[src/rtl/key_debounce_repeat_if.sv]
`default_nettype none
// ============================================================================
// Module   : key_debounce_repeat_if
// Brief    : Key-pin / conditioned-key bundle between board pins and the PIO.
// Revision : 1.0 - initial release
// ============================================================================
interface key_debounce_repeat_if #(
  parameter int NUM_KEYS = 4
);
  logic [NUM_KEYS-1:0] KEYS;
  logic [NUM_KEYS-1:0] repeat_en;
  logic [NUM_KEYS-1:0] key_level_n;
  logic [NUM_KEYS-1:0] press_pulse;
  logic                any_pressed;

  modport master (
    output KEYS, repeat_en,
    input  key_level_n, press_pulse, any_pressed
  );

  modport slave (
    input  KEYS, repeat_en,
    output key_level_n, press_pulse, any_pressed
  );
endinterface
`default_nettype wire

[src/rtl/key_debounce_repeat.sv]
`default_nettype none
// ============================================================================
// Module   : key_debounce_repeat
// Brief    : Per-key synchroniser, counter debounce, press pulse and auto-repeat.
// Revision : 1.0 - initial release
// ============================================================================
module key_debounce_repeat #(
  parameter int NUM_KEYS        = 4,
  parameter int DEBOUNCE_CYCLES = 1000000,
  parameter int CNT_W           = 24,
  parameter int REPEAT_DELAY    = 25000000,
  parameter int REPEAT_PERIOD   = 5000000
) (
  input  wire logic           CLOCK_50,
  input  wire logic           KEY_RS,
  key_debounce_repeat_if.slave keys_bus
);

  localparam logic [CNT_W-1:0] c_deb_last = CNT_W'(DEBOUNCE_CYCLES - 1);
  localparam logic [CNT_W-1:0] c_dly_last = CNT_W'(REPEAT_DELAY - 1);
  localparam logic [CNT_W-1:0] c_per_last = CNT_W'(REPEAT_PERIOD - 1);

  localparam logic [1:0] c_st_idle   = 2'd0;
  localparam logic [1:0] c_st_delay  = 2'd1;
  localparam logic [1:0] c_st_repeat = 2'd2;

  logic [NUM_KEYS-1:0] w_level_nxt;
  logic                r_any;

  generate
    for (genvar i = 0; i < NUM_KEYS; i++) begin : g_key
      logic             r_s1, r_s2;
      logic             r_lvl, w_lvl_nxt;
      logic             r_pul;
      logic [CNT_W-1:0] r_cnt, w_cnt_nxt;
      logic [1:0]       r_state, w_state_nxt;
      logic [CNT_W-1:0] r_rcnt, w_rcnt_nxt;
      logic             w_press_edge;
      logic             w_rep_pulse;
      logic             w_en;

      assign w_en = keys_bus.repeat_en[i];

      always_ff @(posedge CLOCK_50) begin
        if (!KEY_RS) begin
          r_s1 <= 1'b1;
          r_s2 <= 1'b1;
        end else begin
          r_s1 <= keys_bus.KEYS[i];
          r_s2 <= r_s1;
        end
      end

      // Any cycle of agreement with the accepted level restarts the count.
      always_comb begin
        w_lvl_nxt = r_lvl;
        w_cnt_nxt = '0;
        if (r_s2 != r_lvl) begin
          if (r_cnt == c_deb_last) begin
            w_lvl_nxt = r_s2;
          end else begin
            w_cnt_nxt = r_cnt + 1'b1;
          end
        end
      end

      assign w_press_edge   = r_lvl & ~w_lvl_nxt;
      assign w_level_nxt[i] = w_lvl_nxt;

      always_ff @(posedge CLOCK_50) begin
        if (!KEY_RS) begin
          r_lvl   <= 1'b1;
          r_cnt   <= '0;
          r_pul   <= 1'b0;
          r_state <= c_st_idle;
          r_rcnt  <= '0;
        end else begin
          r_lvl   <= w_lvl_nxt;
          r_cnt   <= w_cnt_nxt;
          r_pul   <= w_press_edge | w_rep_pulse;
          r_state <= w_state_nxt;
          r_rcnt  <= w_rcnt_nxt;
        end
      end

      // Release or disable wins over a terminal count in the same cycle.
      always_comb begin
        w_state_nxt = r_state;
        w_rcnt_nxt  = r_rcnt;
        case (r_state)
          c_st_idle: begin
            if (w_press_edge && w_en) begin
              w_state_nxt = c_st_delay;
              w_rcnt_nxt  = '0;
            end
          end
          c_st_delay: begin
            if (w_lvl_nxt || !w_en) begin
              w_state_nxt = c_st_idle;
              w_rcnt_nxt  = '0;
            end else if (r_rcnt == c_dly_last) begin
              w_state_nxt = c_st_repeat;
              w_rcnt_nxt  = '0;
            end else begin
              w_rcnt_nxt  = r_rcnt + 1'b1;
            end
          end
          c_st_repeat: begin
            if (w_lvl_nxt || !w_en) begin
              w_state_nxt = c_st_idle;
              w_rcnt_nxt  = '0;
            end else if (r_rcnt == c_per_last) begin
              w_rcnt_nxt  = '0;
            end else begin
              w_rcnt_nxt  = r_rcnt + 1'b1;
            end
          end
          default: begin
            w_state_nxt = c_st_idle;
            w_rcnt_nxt  = '0;
          end
        endcase
      end

      always_comb begin
        w_rep_pulse = 1'b0;
        case (r_state)
          c_st_delay:  w_rep_pulse = !w_lvl_nxt && w_en && (r_rcnt == c_dly_last);
          c_st_repeat: w_rep_pulse = !w_lvl_nxt && w_en && (r_rcnt == c_per_last);
          default:     w_rep_pulse = 1'b0;
        endcase
      end

      assign keys_bus.key_level_n[i] = r_lvl;
      assign keys_bus.press_pulse[i] = r_pul;
    end
  endgenerate

  always_ff @(posedge CLOCK_50) begin
    if (!KEY_RS) begin
      r_any <= 1'b0;
    end else begin
      r_any <= |(~w_level_nxt);
    end
  end

  assign keys_bus.any_pressed = r_any;

endmodule
`default_nettype wire

[src/flat_wrapper.sv]
// flat-port wrapper written by rule: the top's interface ports become plain ports
module key_debounce_repeat_flat 
#(
  parameter int NUM_KEYS        = 4,
  parameter int DEBOUNCE_CYCLES = 1000000,
  parameter int CNT_W           = 24,
  parameter int REPEAT_DELAY    = 25000000,
  parameter int REPEAT_PERIOD   = 5000000
)
  (CLOCK_50, KEY_RS, keys_bus_KEYS, keys_bus_repeat_en, keys_bus_key_level_n, keys_bus_press_pulse, keys_bus_any_pressed);
  key_debounce_repeat_if #(.NUM_KEYS(NUM_KEYS)) keys_bus_i ();
  input  wire logic CLOCK_50;
  input  wire logic KEY_RS;
  input wire logic [$bits(keys_bus_i.KEYS)-1:0] keys_bus_KEYS;
  input wire logic [$bits(keys_bus_i.repeat_en)-1:0] keys_bus_repeat_en;
  output wire logic [$bits(keys_bus_i.key_level_n)-1:0] keys_bus_key_level_n;
  output wire logic [$bits(keys_bus_i.press_pulse)-1:0] keys_bus_press_pulse;
  output wire logic [$bits(keys_bus_i.any_pressed)-1:0] keys_bus_any_pressed;
  assign keys_bus_i.KEYS = keys_bus_KEYS;
  assign keys_bus_i.repeat_en = keys_bus_repeat_en;
  assign keys_bus_key_level_n = keys_bus_i.key_level_n;
  assign keys_bus_press_pulse = keys_bus_i.press_pulse;
  assign keys_bus_any_pressed = keys_bus_i.any_pressed;
  key_debounce_repeat #(.NUM_KEYS(NUM_KEYS), .DEBOUNCE_CYCLES(DEBOUNCE_CYCLES), .CNT_W(CNT_W), .REPEAT_DELAY(REPEAT_DELAY), .REPEAT_PERIOD(REPEAT_PERIOD)) u_core (.CLOCK_50(CLOCK_50), .KEY_RS(KEY_RS), .keys_bus(keys_bus_i));
endmodule
[config.mk]
export PLATFORM = sky130hd
export DESIGN_NAME = key_debounce_repeat_flat
export DESIGN_NICKNAME = d
export VERILOG_FILES = /design/src/rtl/key_debounce_repeat_if.sv /design/src/rtl/key_debounce_repeat.sv /design/src/flat_wrapper.sv
export SDC_FILE = /design/constraint.sdc
export NUM_CORES = 1
export LEC_CHECK = 0
export ABC_AREA = 1
export ABC_CLOCK_PERIOD_IN_PS = 3100
export CORE_MARGIN = 10
export CORE_UTILIZATION = 49
export CTS_CLUSTER_DIAMETER = 200
export DETAILED_ROUTE_END_ITERATION = 10
export PLACE_DENSITY_LB_ADDON = 0.12
export SYNTH_ARGS = -nofsm -noshare
export SYNTH_HDL_FRONTEND = slang
export SYNTH_SLANG_ARGS = --single-unit
[constraint.sdc]
create_clock -name CLOCK_50 -period 3.1 [get_ports CLOCK_50]
set_input_delay 0.465 -clock CLOCK_50 [delete_from_list [all_inputs] [get_ports CLOCK_50]]
set_output_delay 0.465 -clock CLOCK_50 [all_outputs]
set_load 0.005 [all_outputs]
=== After elaboration in Yosys (flattened, before gate mapping) ===
Index checks and enable logic that the tools add are counted.
Widths: inputs -> output; s select.

* Bits in registers: 217
* Input bits: 10
* Output and inout bits: 9
* Logic and storage cells: 188

* $add $sub $neg: 8
* Eq/ne operators: 36
* Mux-type cells: 56
* Bitwise gates (word level): 18
* Reductions and logical operators: 41

{| class="wikitable"
|+ Operators by type and width
! operator !! count
|-
| $mux 24 || 20
|-
| $pmux 24 s3 || 4
|-
| $add 24x1->24 const B || 8
|-
| $eq 24x23->1 const B || 8
|-
| $eq 24x20->1 const B || 4
|-
| $mux 2 || 16
|-
| $pmux 2 s3 || 4
|-
| $logic_and 1x1->1 || 16
|-
| $ne 2x1->1 const B || 8
|-
| $ne 3x1->1 const B || 4
|-
| $reduce_and 3->1 || 4
|-
| $reduce_or 3->1 || 4
|-
| $not 1->1 || 9
|-
| $eq 2x1->1 const B || 4
|-
| $eq 2x2->1 const B || 4
|-
| $logic_not 1->1 || 8
|-
| $logic_not 2->1 || 4
|-
| $mux 1 || 8
|-
| $pmux 1 s2 || 4
|-
| $and 1x1->1 || 4
|-
| $logic_or 1x1->1 || 4
|-
| $ne 1x1->1 || 4
|-
| $not 4->4 || 1
|-
| $or 1x1->1 || 4
|-
| $reduce_or 4->1 || 1
|}

=== Longest topological paths before layout ===
* Word-level depth: 8
* Mapped depth: 14
* Depth with buffers taken out: 14

=== Worst setup path after synthesis ===
No wires, ideal clock.

* Kind: flip-flop to flip-flop
* From: register u_core.g_key[0].r_cnt[0]
* To: register u_core.g_key[0].r_rcnt[11]
* Library setup time: 69 ps
* Data arrival time: 1736 ps
* Data required time: 3031 ps
* Setup slack: 1295 ps
* Stages on the path, launching flop included: 11
* Buffers on the path: 1
* Clock period less this slack: 1805 ps
* Path through: dfxtp_1 -> ha_1 -> nand3_2 -> nor2_4 -> nand3_2 -> nor2_4 -> nand3_4 -> a21oi_4 -> buf_6 -> nand3_2 -> a21oi_2

* Longest elaborated chain between the ends: 7
* Elaborated cells on any way between the ends: 11
* Classes of those cells: eq/ne (2); mux (5); bitwise (2); reduce/logical (2)

{| class="wikitable"
|+ Ends and longest elaborated chain
! what !! line !! text
|-
| from (decl) || key_debounce_repeat.sv:35 || <nowiki>logic [CNT_W-1:0] r_cnt, w_cnt_nxt;</nowiki>
|-
| from (signal assigned) || key_debounce_repeat.sv:79 || <nowiki>r_cnt <= w_cnt_nxt;</nowiki>
|-
| $eq 24x20->1 * || key_debounce_repeat.sv:59 || <nowiki>if (r_cnt == c_deb_last) begin</nowiki>
|-
| $mux 1 * || key_debounce_repeat.sv:59 ||
|-
| $mux 1 * || key_debounce_repeat.sv:58 || <nowiki>if (r_s2 != r_lvl) begin</nowiki>
|-
| $not 1->1 || key_debounce_repeat.sv:67 || <nowiki>assign w_press_edge = r_lvl & ~w_lvl_nxt;</nowiki>
|-
| $and 1x1->1 || key_debounce_repeat.sv:67 ||
|-
| $logic_and 1x1->1 || key_debounce_repeat.sv:92 || <nowiki>if (w_press_edge && w_en) begin</nowiki>
|-
| $ne 2x1->1 (no source line) || n/a ||
|-
| to (signal assigned) || key_debounce_repeat.sv:82 || <nowiki>r_rcnt <= w_rcnt_nxt;</nowiki>
|-
| to (decl) || key_debounce_repeat.sv:37 || <nowiki>logic [CNT_W-1:0] r_rcnt, w_rcnt_nxt;</nowiki>
|}

Mark *: on every way between the ends. The rest lies on a longest branch, timed or not.
A chain may end at the register's enable or synchronous reset.

=== Worst setup path in the final report ===
* From: register u_core.g_key[0].r_cnt[0]
* To: register u_core.g_key[0].r_rcnt[3]

Same word-level chain as after synthesis.

==> impl_metrics.toml <==
[status]
outcome = "completed"

[floorplanning]
num_rows = 58
initial_core_util_pct = 50.2
die_w_um = 181
dieArea_mm2 = 0.0328
pin_count = 19
die_height_um = 181
coreArea_mm2 = 0.0253

[timing]
post-route-period-util_pct = 75.2
finalSetupViolCount = 0
slew_violations = 0
period_needed_ps = 2330
rsz0062_at_grt = "false"
setup_ws_ps = 768
skew_ps = 12.6
setup-tns-final_ps = 0
tightest_slew_ps = 853
final_hold_viol_count = 0
slew_headroom_pct = 43.0
timing.fmax_mhz = 429

[detailed_routing]
avgViaCountPerCell = 5.20
drc = 0
wl_mm = 30.0
ant_nets = 0
num_vias = 11982
drt-initial-drc-count = 903
wl_per_cell_um = 13.0
dr.pass1.iters = 5

[synth]
synthXorXnorAreaFrac_pct = 4.62
synthMuxAreaShare_pct = 0
yosys.area_share.simple_pct = 39.9
synth_cell_types = 44
synth_seq_area_share_pct = 34.2
synth_compound_area_share_pct = 9.20
synthesis.area_mm2 = 0.0127
yosys-top-cells-count = "nand2_1, nor2_1, inv_1, dfxtp_1, nand3_1"
yosysMostFrequentCell = "nand2_1"
ys.flop_type = "dfxtp_1"
synth_area_leader_cell = "dfxtp_1"
yosysTopAreaCellShare_pct = 34.2
avgSynthCellArea_um2 = 6.50
synth_adder_area_share_pct = 1.97
synthTopCellsByArea = "dfxtp_1, nand2_1, nand3_1, nor2_1, inv_1"
synth_cells = 1954
synth_edf_count = 0
async_reset_ff_share_pct = 0
synth_seq_cells = 217
ys_warn_count = 0
syn-num-nets = 1984
synth_top_family_by_area = "simple AND/OR/NAND/NOR gates"

[clocking]
cts_setup_buffers = 0
cts.root.buffer_cell = "clkbuf_16"
cts_buffer_depth = 3
cts_inserted_buffers = 27
cts_tree = "built"
clock-sinks = 217
ctsResizeCount = 0
path_clk_slew_ps = 60
postCtsHoldBufs = 0
cts_max_level = 1
insertion_delay_ps = 530

[worst_setup_path]
setup.worst_path.end_class = "flip-flop"
critical_path_class = "reg2reg"
critPathMaxFanout = 18
start_kind = "flip-flop"
cp.arrival_ps = 2790
cp_data_required_time_ps = 3560

[min_path]
hold_class = "in2reg"

[grt]
grt_pass1_wl_mm = 52.3
grt_util_all_layers_pct = 17.9
grt_max_degree = 29
grt_pass1_vias = 11224
grt_antenna_before_repair = 0
grt-ovfl-total = 0

[final_layout]
syn2layout_area_growth_pct = 10.2
drive_gt1_share_pct = 7.24
nets = 1987
antenna_cells = 0
final_area_mm2 = 0.0140
final_util_pct = 55.3
layout.cells.non_filler = 2305

[placed_design]
placed_cell_area_mm2 = 0.0131
port_buffers = 18
dp_cells = 2258
place.gp.congestion = 0.927
dp_slack_ps = 754
hpwl_mm = 21.3

[run]
drv_cap = 0

[power]
power_density_mw_per_mm2 = 428
p_leak_nw = 5.08
ir_drop_v = 0.000416
-- critical path: stages, from the launching register on --
cell,delay [ps]
dfxtp_1,370
ha_1,220
nand3_2,140
nor2_4,140
nand4_1,110
nand2_1,260
nand4_1,160
nand2_1,270
buf_4,340
nand3_1,120
a21oi_1,130
-- final timing paths --
path	from	endpoint	slack (ps)	depth (start not counted)
max	u_core.g_key[0].r_cnt[0]	u_core.g_key[0].r_rcnt[3]	770	10
min	KEY_RS	u_core.g_key[2].r_lvl	240	2
max reg2reg	u_core.g_key[0].r_cnt[0]	u_core.g_key[0].r_rcnt[3]	770	10
min reg2reg	u_core.g_key[3].r_s1	u_core.g_key[3].r_s2	410	1
-- per-layer routing --
layer | up-vias | GRT usage (%) | share of wire [%]
met4 | 0 | 4.62 | 2.2
li1 | 6332 | - | -
met2 | 197 | 29.9 | 45
met1 | 5408 | 23.7 | 49
met3 | 45 | 2.40 | 3.7
met5 | - | 0 | 0
-- final cells by class --
cell class                      count  area (µm²)
Inverter                          254         953
Sequential cell                   217        4340
Fill cell                        2505       11300
Multi-Input combinational cell   1420        7080
Clock buffer                       35         776
Tap cell                          330         413
Clock inverter                     12         118
Timing Repair Buffer               37         318
-- power by group --
group	internal (mW)	total, mW	switching (mW)
clock network	1.91	3.12	1.21
logic	0.0245	0.0769	0.0525
registers	2.80	2.80	0.00456
-- layout by cell type, fill, tap and decap left out, types with 3 or more instances in the layout --
cell	n
nand2_1	430
nor2_1	262
inv_1	248
dfxtp_1	217
nand3_1	204
a21oi_1	138
nor3_1	74
nand4_1	55
xor2_1	45
o21ai_0	43
clkbuf_16	27
xnor2_1	22
or2_2	21
ha_1	20
buf_4	19
nor4_1	17
clkdlybuf4s50_1	17
nand3_2	13
nor3b_1	13
a21oi_2	10
nor2_2	9
nor3_2	7
a31oi_1	7
clkinv_2	7
clkbuf_8	7
inv_2	6
o21a_1	4
and3_1	3
clkinvlp_4	3
-- cells by family (layout without fill, tap and decap cells) --
group | Yosys count | count (layout)
AO/OA/AOI/OAI | 212 | 212
XOR/XNOR | 67 | 67
adder cells (fa/ha/maj) | 20 | 20
buffers and inverters | 317 | 338
flip-flops | 217 | 217
AND/OR/NAND/NOR | 1121 | 1121
-- state kept, by name, indices dropped and copies added (netlist names) --
signal                       flops
u_core.g_key.r_s2                4
u_core.g_key.r_rcnt             96
u_core.keys_bus.any_pressed      1
u_core.g_key.r_pul               4
u_core.g_key.r_cnt              96
u_core.g_key.r_lvl               4
u_core.g_key.r_state             8
u_core.g_key.r_s1                4
-- metrics by stage --
stage	hold slack [ps]	power, mW
global placement	402	2.94
finish	242	6.00
floorplan	393	2.90
global route	236	6.20
detailed placement	400	2.94
CTS	226	6.09
(Power assumes the default switching activity.)
